--- src/rtl/reg_file_mp_if.sv ---
`default_nettype none
// ----------------------------------------------------------------------
// reg_file_mp_if : read / write / issue bundle of the multi-port regfile
// rev 1.0
// ----------------------------------------------------------------------
interface reg_file_mp_if #(
   parameter int DATA_W = 32,
   parameter int ADDR_W = 5,
   parameter int NUM_RD = 2
);
   logic [NUM_RD*ADDR_W-1:0] rd_addr;
   logic [NUM_RD*DATA_W-1:0] rd_data;
   logic [NUM_RD-1:0]        rd_busy;
   logic                     wr0_en;
   logic [ADDR_W-1:0]        wr0_addr;
   logic [DATA_W-1:0]        wr0_data;
   logic                     wr1_en;
   logic [ADDR_W-1:0]        wr1_addr;
   logic [DATA_W-1:0]        wr1_data;
   logic                     iss_en;
   logic [ADDR_W-1:0]        iss_addr;
   logic                     waw_err;

   modport master (
      output rd_addr, wr0_en, wr0_addr, wr0_data,
      output wr1_en, wr1_addr, wr1_data, iss_en, iss_addr,
      input  rd_data, rd_busy, waw_err
   );

   modport slave (
      input  rd_addr, wr0_en, wr0_addr, wr0_data,
      input  wr1_en, wr1_addr, wr1_data, iss_en, iss_addr,
      output rd_data, rd_busy, waw_err
   );
endinterface
`default_nettype wire

--- src/rtl/reg_file_mp.sv ---
`default_nettype none
// ----------------------------------------------------------------------
// reg_file_mp : multi-port register file with dual write and busy scoreboard
// rev 1.0
// ----------------------------------------------------------------------
module reg_file_mp #(
   parameter int DATA_W   = 32,
   parameter int ADDR_W   = 5,
   parameter int NUM_RD   = 2,
   parameter bit ZERO_REG = 1'b1,
   parameter bit BYPASS   = 1'b1
) (
   input  logic          clk,
   input  logic          rst_n,
   reg_file_mp_if.slave  bus
);
   localparam int DEPTH = 2**ADDR_W;

   logic [DATA_W-1:0] regs_q [DEPTH];
   logic [DATA_W-1:0] regs_d [DEPTH];
   logic [DEPTH-1:0]  busy_q, busy_d;
   logic              waw_err_q, waw_err_d;
   logic              w_wr0_ok, w_wr1_ok, w_iss_ok, w_iss_clr;

   function automatic logic is_zero(input logic [ADDR_W-1:0] a);
      return ZERO_REG && (a == '0);
   endfunction

   assign w_wr0_ok  = bus.wr0_en && !is_zero(bus.wr0_addr);
   assign w_wr1_ok  = bus.wr1_en && !is_zero(bus.wr1_addr);
   assign w_iss_ok  = bus.iss_en && !is_zero(bus.iss_addr);
   assign w_iss_clr = (w_wr0_ok && (bus.wr0_addr == bus.iss_addr)) ||
                      (w_wr1_ok && (bus.wr1_addr == bus.iss_addr));

   // Port 1 applied last so it wins a same-address collision; issue applied
   // after the clears so a new producer supersedes the retiring one.
   always_comb begin
      regs_d = regs_q;
      busy_d = busy_q;
      if (w_wr0_ok) begin
         regs_d[bus.wr0_addr] = bus.wr0_data;
         busy_d[bus.wr0_addr] = 1'b0;
      end
      if (w_wr1_ok) begin
         regs_d[bus.wr1_addr] = bus.wr1_data;
         busy_d[bus.wr1_addr] = 1'b0;
      end
      if (w_iss_ok) begin
         busy_d[bus.iss_addr] = 1'b1;
      end
      waw_err_d = waw_err_q | (w_iss_ok && busy_q[bus.iss_addr] && !w_iss_clr);
   end

   always_ff @(posedge clk or negedge rst_n) begin
      if (!rst_n) begin
         regs_q    <= '{default: '0};
         busy_q    <= '0;
         waw_err_q <= 1'b0;
      end else begin
         regs_q    <= regs_d;
         busy_q    <= busy_d;
         waw_err_q <= waw_err_d;
      end
   end

   assign bus.waw_err = waw_err_q;

   for (genvar k = 0; k < NUM_RD; k++) begin : g_rd
      logic [ADDR_W-1:0] w_ra;
      logic [DATA_W-1:0] w_rdata;
      logic              w_rbusy;
      logic              w_hit0, w_hit1;

      assign w_ra = bus.rd_addr[k*ADDR_W +: ADDR_W];

      // Outputs are forced low while reset is held so bypassed write data
      // cannot leak through during reset.
      always_comb begin
         w_hit0  = bus.wr0_en && (bus.wr0_addr == w_ra);
         w_hit1  = bus.wr1_en && (bus.wr1_addr == w_ra);
         w_rdata = regs_q[w_ra];
         w_rbusy = busy_q[w_ra];
         if (BYPASS) begin
            if (w_hit1) begin
               w_rdata = bus.wr1_data;
            end else if (w_hit0) begin
               w_rdata = bus.wr0_data;
            end
            if (w_hit0 || w_hit1) begin
               w_rbusy = 1'b0;
            end
         end
         if (is_zero(w_ra) || !rst_n) begin
            w_rdata = '0;
            w_rbusy = 1'b0;
         end
      end

      assign bus.rd_data[k*DATA_W +: DATA_W] = w_rdata;
      assign bus.rd_busy[k]                  = w_rbusy;
   end
endmodule
`default_nettype wire

--- src/flat_wrapper.sv ---
// flat-port wrapper written by rule: the top's interface ports become plain ports
module reg_file_mp_flat 
#(
   parameter int DATA_W   = 32,
   parameter int ADDR_W   = 5,
   parameter int NUM_RD   = 2,
   parameter bit ZERO_REG = 1'b1,
   parameter bit BYPASS   = 1'b1
)
  (clk, rst_n, bus_rd_addr, bus_wr0_en, bus_wr0_addr, bus_wr0_data, bus_wr1_en, bus_wr1_addr, bus_wr1_data, bus_iss_en, bus_iss_addr, bus_rd_data, bus_rd_busy, bus_waw_err);
  reg_file_mp_if #(.DATA_W(DATA_W), .ADDR_W(ADDR_W), .NUM_RD(NUM_RD)) bus_i ();
  input  logic clk;
  input  logic rst_n;
  input wire logic [$bits(bus_i.rd_addr)-1:0] bus_rd_addr;
  input wire logic [$bits(bus_i.wr0_en)-1:0] bus_wr0_en;
  input wire logic [$bits(bus_i.wr0_addr)-1:0] bus_wr0_addr;
  input wire logic [$bits(bus_i.wr0_data)-1:0] bus_wr0_data;
  input wire logic [$bits(bus_i.wr1_en)-1:0] bus_wr1_en;
  input wire logic [$bits(bus_i.wr1_addr)-1:0] bus_wr1_addr;
  input wire logic [$bits(bus_i.wr1_data)-1:0] bus_wr1_data;
  input wire logic [$bits(bus_i.iss_en)-1:0] bus_iss_en;
  input wire logic [$bits(bus_i.iss_addr)-1:0] bus_iss_addr;
  output wire logic [$bits(bus_i.rd_data)-1:0] bus_rd_data;
  output wire logic [$bits(bus_i.rd_busy)-1:0] bus_rd_busy;
  output wire logic [$bits(bus_i.waw_err)-1:0] bus_waw_err;
  assign bus_i.rd_addr = bus_rd_addr;
  assign bus_i.wr0_en = bus_wr0_en;
  assign bus_i.wr0_addr = bus_wr0_addr;
  assign bus_i.wr0_data = bus_wr0_data;
  assign bus_i.wr1_en = bus_wr1_en;
  assign bus_i.wr1_addr = bus_wr1_addr;
  assign bus_i.wr1_data = bus_wr1_data;
  assign bus_i.iss_en = bus_iss_en;
  assign bus_i.iss_addr = bus_iss_addr;
  assign bus_rd_data = bus_i.rd_data;
  assign bus_rd_busy = bus_i.rd_busy;
  assign bus_waw_err = bus_i.waw_err;
  reg_file_mp #(.DATA_W(DATA_W), .ADDR_W(ADDR_W), .NUM_RD(NUM_RD), .ZERO_REG(ZERO_REG), .BYPASS(BYPASS)) u_core (.clk(clk), .rst_n(rst_n), .bus(bus_i));
endmodule
--- config.mk ---
export PLATFORM = sky130hd
export DESIGN_NAME = reg_file_mp_flat
export DESIGN_NICKNAME = d
export VERILOG_FILES = /design/src/rtl/reg_file_mp_if.sv /design/src/rtl/reg_file_mp.sv /design/src/flat_wrapper.sv
export SDC_FILE = /design/constraint.sdc
export NUM_CORES = 2
export LEC_CHECK = 0
export ABC_AREA = 0
export BUFFER_PORTS_ARGS = -buffer_cell sky130_fd_sc_hd__buf_2
export CAP_MARGIN = 15
export CORE_ASPECT_RATIO = 0.5
export CORE_MARGIN = 10
export CORE_UTILIZATION = 50
export CTS_CLUSTER_SIZE = 12
export DETAILED_ROUTE_END_ITERATION = 8
export GPL_ROUTABILITY_DRIVEN = 0
export PLACE_DENSITY_LB_ADDON = 0.08
export SLEW_MARGIN = 20
export SYNTH_ARGS = -nofsm -noshare
export SYNTH_HDL_FRONTEND = slang
export SYNTH_SLANG_ARGS = --single-unit
--- constraint.sdc ---
create_clock -name clk -period 7.85 [get_ports clk]
set_input_delay 1.57 -clock clk [delete_from_list [all_inputs] [get_ports clk]]
set_output_delay 1.57 -clock clk [all_outputs]
set_load 0.02 [all_outputs]
==> metrics.txt <==
post-synth top area share 38.99%; total grt overflow 0; layout cell share with drive strength beyond 1 16.63%; worst path required time 6.28 ns; Setup CP Type input pin to output pin; Post-synth ARST share 100.0%; WL/cell 36.03 um; clock buffer depth 3; Final Power 18,170 uW; TritonCTS clock tree built; drt total wl approximately 300 mm; final number of hold-violating endpoints 0; Top Ports 161; initial antenna violation count 30; commonest non-fill, non-tap cell in the layout mux2i_1; DRC Markers 0; Clock Skew between 0.006 and 0.007 ns; Yosys cell types 59; vias in the first global route 56,420; final antenna-violating net count 0; CP startpoint kind input pin; DIE AREA 0.1517 sq mm; number of buffers created by CTS 106; worst-path maximum fanout 27; total negative slack 0 ns; fmax 144.6 MHz; row count 95; commonest non-fill, non-tap cells in the layout mux2i_1 (1,232), dfrtp_1 (1,057), a21oi_1 (646); final setup fails 0; Final nets 6,541; Syn Nets approximately 7,000; final core utilization 53.89%; FF+latch count, synth 1,057; dpl hpwl 174.6 mm; worst rel slew slack roughly 15%; Max Cap Viol 0; DIE HEIGHT 280.4 um; htree depth 3; Via density 7.095; Yosys top cell by area dfrtp_1; CORE AREA 0.1346 sq mm; DRT iter0 DRCs between 8,000 and 9,000; Primary FF master, synth dfrtp_1; outcome complete, no violations; first-pass GRT wire length 422.9 mm; Worst Max-Slew Pin Slew 1.278 ns; global-route usage over all layers approximately two fifths; Die W 540.9 um; Power Density 250.5 mW/mm^2; crit path DAT between 5 and 6 ns; Final min period a little under 7 ns; Static Leak 0.03211 uW; synthesized area per cell 9.804 sq um; Clock transition at path regs 0.06 ns; worst-skew pair later-pin latency 0.74 ns; Post-CTS Hold Fix Bufs 0; Post-synth EDFFs 0; yosys warns 0; Syn-to-layout area delta 6.893%; Gate Count Post-Synth 6,919; post-synthesis sequential area ratio 38.99%; Syn Std Cell Area a little under 0.07 sq mm; Pre-antenna DRT Iters 8; top cells by area, synth dfrtp_1 (39%), mux2i_1 (18%), mux4_2 (9.6%); Hold Path Class flop to flop; period utilization 88.12%; Final Max Slew Viols 0; Root Buffer Master clkbuf_16; Starting Density 50.41%; clk sinks roughly 1,100; kind of end point of the critical path output pin; Setup Fix Bufs, Post-CTS 0; post-CTS resize count 0; RSZ-0062 raised after global routing no; PortBufs 160; pin count of the biggest net entering global routing 98; VDD IR max 0.1842 mV; Vias 59,090
routing by layer:
metal / GRT usage (%) / part of all wire [%]
met2: 54.29 / 42
met1: 50.05 / 38
met4: 21.77 / 6.2
met3: 13.42 / 14
met5: 0 / 0.0073
kinds of logic after synthesis:
kind of cell | share of synthesized area, %
muxes | 31.78
AOI/OAI and AO/OA | 13.25
xor gates and xnor gates | 0.3744
buffers and inverters | 5.646
and+or+nand+nor | 9.963
DFF | 38.99
where the power goes:
group	internal (uW)	leakage [uW]	total (uW)	switching, uW
clock network	2920	0.00166	5260	2350
registers	6860	0.0129	8080	1220
logic	2360	0.0176	4820	2460
registers in the layout, summed over array words and instances (netlist names):
name,cells
u_core.regs_q,1024
u_core.busy_q,32
u_core.bus.waw_err,1
worst paths after layout:
kind / end / cells after the start / startpoint / slack [ns]
max: bus_rd_data[55] / 9 / bus_rd_addr[8] / 0.93
min: u_core.regs_q[995]$_DFF_PN0_ / 0 / u_core.regs_q[995]$_DFF_PN0_ / 0.40
max reg2reg: u_core.bus.waw_err$_DFF_PN0_ / 6 / u_core.busy_q[0]$_DFF_PN0_ / 5.93
min reg2reg: u_core.regs_q[995]$_DFF_PN0_ / 0 / u_core.regs_q[995]$_DFF_PN0_ / 0.40
max in group asynchronous: u_core.regs_q[458]$_DFF_PN0_ / 4 / rst_n / 3.97
min in group asynchronous: u_core.regs_q[249]$_DFF_PN0_ / 1 / rst_n / 0.78
cells in the mapped netlist, drive strengths merged, types with 66 or more instances:
cell / n
o21ai: 452
nor2: 664
nand3: 105
o22ai: 211
clkbuf: 593
mux2: 243
mux2i: 1232
dfrtp: 1057
buf: 299
nand2: 575
nor3: 104
mux4: 288
a21oi: 646
a211oi: 66
final cells by class:
cell class	instances	area, sq um
repair buffers	312	2231
inverters	7	26.28
clock inverters	11	155.1
diodes	22	55.05
clock buffers	162	3222
flip-flops and latches	1057	26450
well taps	1794	2245
multi-input cells	4963	38120
fillers	11890	62050
through the flow:
| step | hold slack (ns) | setup slack (ns) | area (sq um) | instances |
|---|---|---|---|---|
| final | 0.3952 | 0.9329 | 72510 | 8328 |
| after global routing | 0.4124 | 0.9007 | 72500 | 8326 |
| after CTS | 0.3975 | 1.113 | 72400 | 8305 |
| after detailed placement | 0.3834 | 1.136 | 69030 | 8132 |
| after global placement | 0.3785 | 1.197 | 69030 | 8132 |
| after floorplan | 0.4383 | 2.880 | 67830 | 6919 |
critical path, cell delays in order:
cell and delay [ns]:
buf_2 0.71, xor2_1 0.14, nor4_1 0.84, nand3_1 0.32, nor2_4 0.35, buf_4 0.52
nand2_1 0.12, o21ai_0 0.41, buf_2 0.32
No activity file was read; power rests on OpenSTA's default activity.
